**config.mk**
```make
export PLATFORM = sky130hd
export DESIGN_NAME = fir_coef_ctrl
export DESIGN_NICKNAME = d
export VERILOG_FILES = /design/src/rtl/fir_coef_ctrl.sv
export SDC_FILE = /design/constraint.sdc
export NUM_CORES = 1
export LEC_CHECK = 0
export BUFFER_PORTS_ARGS = -buffer_cell sky130_fd_sc_hd__clkbuf_2
export CORE_ASPECT_RATIO = 1.2
export CORE_MARGIN = 2
export CORE_UTILIZATION = 50
export DETAILED_ROUTE_END_ITERATION = 8
export PLACE_DENSITY = 0.69
export SYNTH_ARGS = -nofsm -noshare
export SYNTH_HDL_FRONTEND = slang
export SYNTH_SLANG_ARGS = --single-unit
```
**constraint.sdc**
```tcl
create_clock -name CLK -period 4.6 [get_ports CLK]
set_clock_uncertainty 0.15 [all_clocks]
set_input_delay 0.69 -clock CLK [delete_from_list [all_inputs] [get_ports CLK]]
set_output_delay 0.69 -clock CLK [all_outputs]
set_load 0.02 [all_outputs]
```
**src/rtl/fir_coef_ctrl.sv**
```systemverilog
// Coefficient bank controller for the 11-tap FIR: host writes go to a shadow bank, and a
// commit copies shadow into active only once the FIR pipeline holds no samples.
module fir_coef_ctrl #(
  parameter int NB       = 9,
  parameter int NTAP     = 11,
  parameter int HOLD_MAX = 8,
  parameter int CW       = 4
) (
  input  logic               CLK,
  input  logic               RST_n,
  input  logic               CFG_WE,
  input  logic [3:0]         CFG_ADDR,
  input  logic [NB-1:0]      CFG_DATA,
  input  logic               CFG_COMMIT,
  output logic               CFG_BUSY,
  output logic               CFG_ERR,
  output logic               SWAP_DONE,
  input  logic               VIN_SRC,
  output logic               SRC_READY,
  output logic               VIN_FIR,
  input  logic               VOUT_FIR,
  output logic [NB*NTAP-1:0] B_FLAT
);
  localparam int              HW        = $clog2(HOLD_MAX + 1);
  localparam logic [3:0]      LAST_TAP  = 4'(NTAP - 1);
  localparam logic [HW-1:0]   HOLD_LAST = HW'(HOLD_MAX - 1);

  typedef enum logic [1:0] {IDLE, WAIT, DRAIN} state_t;

  state_t               state, state_nxt;
  logic [HW-1:0]        hold_cnt;
  logic [CW-1:0]        infl_cnt;
  logic signed [NB-1:0] shadow [NTAP];
  logic signed [NB-1:0] active [NTAP];
  logic                 copy;
  logic                 addr_ok;
  logic                 we_ok;
  logic                 rejected;

  // Samples inside the FIR: saturating up/down count, simultaneous in/out cancels.
  function automatic logic [CW-1:0] infl_step(input logic [CW-1:0] cnt,
                                              input logic inc, input logic dec);
    logic [CW-1:0] r;
    r = cnt;
    if (inc && !dec && cnt != '1)
      r = cnt + CW'(1);
    else if (dec && !inc && cnt != '0)
      r = cnt - CW'(1);
    return r;
  endfunction

  assign SRC_READY = (state != DRAIN);
  assign VIN_FIR   = VIN_SRC & SRC_READY & RST_n;
  assign addr_ok   = (CFG_ADDR <= LAST_TAP);
  assign we_ok     = CFG_WE & addr_ok & (state == IDLE);
  assign rejected  = (CFG_WE & (~addr_ok | CFG_BUSY)) | (CFG_COMMIT & CFG_BUSY);

  always_comb begin
    state_nxt = state;
    copy      = 1'b0;
    case (state)
      IDLE: begin
        if (CFG_COMMIT) state_nxt = WAIT;
      end
      WAIT: begin
        // A natural bubble with an empty pipeline lets the swap happen without stalling.
        if (infl_cnt == '0 && !VIN_SRC) begin
          copy      = 1'b1;
          state_nxt = IDLE;
        end else if (hold_cnt == HOLD_LAST) begin
          state_nxt = DRAIN;
        end
      end
      DRAIN: begin
        if (infl_cnt == '0) begin
          copy      = 1'b1;
          state_nxt = IDLE;
        end
      end
      default: state_nxt = IDLE;
    endcase
  end

  always_ff @(posedge CLK or negedge RST_n) begin
    if (!RST_n) begin
      state     <= IDLE;
      hold_cnt  <= '0;
      infl_cnt  <= '0;
      CFG_BUSY  <= 1'b0;
      CFG_ERR   <= 1'b0;
      SWAP_DONE <= 1'b0;
    end else begin
      state     <= state_nxt;
      CFG_BUSY  <= (state_nxt != IDLE);
      CFG_ERR   <= rejected;
      SWAP_DONE <= copy;
      infl_cnt  <= infl_step(infl_cnt, VIN_FIR, VOUT_FIR);
      if (state == IDLE)
        hold_cnt <= '0;
      else if (state == WAIT)
        hold_cnt <= hold_cnt + HW'(1);
    end
  end

  always_ff @(posedge CLK or negedge RST_n) begin
    if (!RST_n) begin
      for (int k = 0; k < NTAP; k++) begin
        shadow[k] <= '0;
        active[k] <= '0;
      end
    end else begin
      if (we_ok)
        shadow[CFG_ADDR] <= CFG_DATA;
      if (copy)
        for (int k = 0; k < NTAP; k++)
          active[k] <= shadow[k];
    end
  end

  for (genvar k = 0; k < NTAP; k++) begin : g_bus
    assign B_FLAT[NB*k +: NB] = active[k];
  end

endmodule

```
==> results.py <==
metrics = {
    "placement": {
        "place.gp.congestion": 0.7869,
        "dpl.hpwl_um": 11460,
        "dpl-instance-area_sq_um": 9374,
        "portBuffers": 122,
    },
    "setup_path": {
        "worstPathRequired_ns": 4.91,
        "crit_slowest_cell": "buf_4",
        "rrSetupSlack_ns": 1.49,
        "cp-start-kind": "input port",
        "crit_family": "buffers and inverters",
        "path_max_fanout": 82,
        "rr_endpoint": "B_FLAT[21]$_DFFE_PN0P_",
        "crit_buf_inv": 4,
        "crit_type": "in -> async",
        "reg2reg_depth": 7,
        "crit_chain": "dlygate4sd3_1 -> clkbuf_8 -> buf_4 -> buf_4",
        "r2r-start": "state[1]$_DFF_PN0_",
        "critical_path.max_stage_delay_ns": 0.91,
        "arrival_ns": 3.49,
        "path_common_cell": "buf_4",
        "critPathCaptureType": "asynchronous set/reset pin",
    },
    "synth": {
        "ys_seq_area_share_pct": 61.27,
        "syn_nets": 540,
        "synth_flop_cell": "dfrtp_1",
        "postSynthCellCount": 513,
        "synth_edf_count": 0,
        "yosysWarnings": 0,
        "synth-adder-area-share_pct": 1.249,
        "synthSimpleGateAreaFrac_pct": 3.005,
        "yosys.area_share.xor_xnor_pct": 0.5081,
        "ys_types": 34,
        "yosys-mux-area-fraction_pct": 30.68,
        "synth-seq-cells": 211,
        "synth_top_family_by_area": "multiplexers",
        "synthArstFlopShare_pct": 100.0,
        "synth_area_sq_um": 8618,
        "postSynthAreaPerCell_sq_um": 16.80,
        "synth-compound-area-share_pct": 0.9292,
    },
    "sta": {
        "period_minus_slack_ns": 3.185,
        "clock.fmax_mhz": 313.9,
        "setup-tns-final_ns": 0,
        "period_share_pct": 69.25,
        "hold_violations": 0,
        "max_slew_margin_pct": 30.96,
        "drv_slew": 0,
        "rsz0062_at_grt": "no",
        "worstMarginPinSlew_ns": 1.036,
        "finalSetupViolations": 0,
    },
    "cells_and_area": {
        "drive_gt1_share_pct": 56.64,
        "fin_area_sq_um": 10040,
        "antennaDiodeCount": 0,
        "final_cell_mix": "211 x dfrtp_1, 121 x clkbuf_2, 101 x mux2_2",
        "layout.nets": 663,
        "area_growth_pct": 16.55,
        "fillers": 1298,
        "seq_area_sq_um": 5280,
        "multiInputGateArea_sq_um": 3147,
        "final_common_cell": "dfrtp_1",
    },
    "floorplan": {
        "chipWidth_um": 123.9,
        "die_h_um": 147.8,
        "core-area_sq_um": 16850,
        "start_util_pct": 51.14,
        "die_area_sq_um": 18310,
        "fp-row-count": 52,
        "pin_count": 123,
    },
    "min_path": {
        "worstHoldStart": "shadow[77]$_DFFE_PN0P_",
        "min_path_cells": 1,
        "min_to": "B_FLAT[23]$_DFFE_PN0P_",
        "holdCritPathClass": "reg -> reg",
    },
    "drt": {
        "drc": 0,
        "first_pass_iters": 4,
        "via_count": 4566,
        "wl_um": 17280,
        "wl_per_cell_um": 20.00,
        "drt_iter0_drc": 206,
        "detail-route-antenna-nets": 0,
        "vias_per_cell": 5.285,
    },
    "global_routing": {
        "grt_overflow": 0,
        "grt_pass1_vias": 4931,
        "grt_pass1_wl_um": 27610,
        "grtUsageTotal_pct": 19.53,
        "grt_start_max_net_pins": 83,
        "antenna_found_initial": 0,
    },
    "clocking": {
        "cts_buffers": 21,
        "cts_resized": 0,
        "cts_tree": "built",
        "cts_sinks": 211,
        "cts_root_buf": "clkbuf_16",
        "insertion_delay_ns": 0.49,
        "clk_pin_slew_ns": 0.06,
        "htree_levels": 1,
        "clk_path_buf_depth": 3,
    },
    "power_and_ir_drop": {
        "p_leak_nw": 5.340,
        "powerDensity_nw_per_um2": 708.7,
        "irDropWorstVdd_v": 0.0003154,
    },
    "run_status": {
        "status": "completed",
    },
    "run": {
        "cap_violations": 0,
    },
}
routing by layer:
layer	GRT usage, %	up-vias	wire length (um)
li1	-	2042	-
met1	26.55	2397	7503
met2	32.99	99	8766
met3	2.701	28	673
met4	5.114	0	338
met5	0	-	0
flip-flops by register name (all words and copies together) (netlist names):
name,flops
infl_cnt,4
SWAP_DONE,1
CFG_BUSY,1
shadow,99
B_FLAT,99
state,2
hold_cnt,4
CFG_ERR,1
stage by stage:
step	worst slack, ns	power, mW	cells	hold WS (ns)	utilization (%)
6_report	1.415	7.119	864	0.3524	59.61
5_1_grt	0.9641	7.511	864	0.3562	59.61
4_1_cts	1.302	7.207	864	0.3208	59.61
3_5_place_dp	1.375	5.542	828	0.3402	55.63
3_3_place_gp	1.469	5.424	828	0.3352	55.63
2_1_floorplan	2.082	4.731	513	0.2444	-
worst register-to-register path, cell delays in order, from the launching register on:
cell	delay (ns)
dfrtp_1	0.43
inv_1	0.12
ha_1	0.39
inv_1	0.07
o21ai_0	0.29
nand3_4	0.62
buf_12	0.55
mux2_4	0.39
cell usage after synthesis, types with 2 or more instances:
cell type    n  share of area, %
nand2_1      9              0.39
inv_1        6              0.26
nor2_2       5              0.36
o21ai_0      4              0.23
ha_1         7               1.0
buf_6       10               1.3
nor4_1       2              0.15
mux2i_1      2              0.23
nand4b_1     2              0.20
clkbuf_1     9              0.39
nand2b_1     5              0.36
nand3b_1     2              0.17
mux2_4      99                17
nand3_1      2              0.12
buf_2        7              0.41
a21oi_1      4              0.23
or3_1        3              0.22
dfrtp_1    211                61
xor2_1       4              0.41
nor2_1       6              0.26
mux2_2     101                13
cell type report:
type / instances / area share (%)
clock buffers: 32 / 6.141
clock inverters: 3 / 0.4360
inverters: 6 / 0.2242
multi-input cells: 270 / 31.33
flip-flops and latches: 211 / 52.57
well taps: 216 / 2.691
repair buffers: 126 / 6.614
report_power, final:
group	switching (mW)	total [mW]	internal, mW	leakage, nW
combinational	1.09	2.29	1.19	2.22
clock	0.664	1.64	0.975	0.324
sequential	0.518	3.19	2.67	2.80
total	2.28	7.12	4.84	5.34
worst max-delay path by stage:
stage	start	cells after the start	endpoint
after floorplan	state[0]$_DFF_PN0_	9	infl_cnt[3]$_DFFE_PN0P_
after global placement	RST_n	3	shadow[52]$_DFFE_PN0P_
after detailed placement	RST_n	3	shadow[62]$_DFFE_PN0P_
after CTS	RST_n	4	B_FLAT[68]$_DFFE_PN0P_
after global routing	RST_n	4	infl_cnt[0]$_DFFE_PN0P_
final	RST_n	4	infl_cnt[0]$_DFFE_PN0P_
timing repair:
action,in CTS,in global routing
endpoints found under the hold margin,36,0
hold buffers,1,0
buffers inserted,0,0
logic make-up (layout without fill, tap and decap cells):
| family | Yosys count | after routing |
|---|---|---|
| buffers and inverters | 32 | 167 |
| adder cells (fa/ha/maj) | 8 | 8 |
| XOR/XNOR | 5 | 5 |
| AND/OR/NAND/NOR | 43 | 43 |
| flip-flops | 211 | 211 |
| AO/OA/AOI/OAI | 12 | 12 |
| multiplexers | 202 | 202 |
Power figures use the tool's default switching activity.
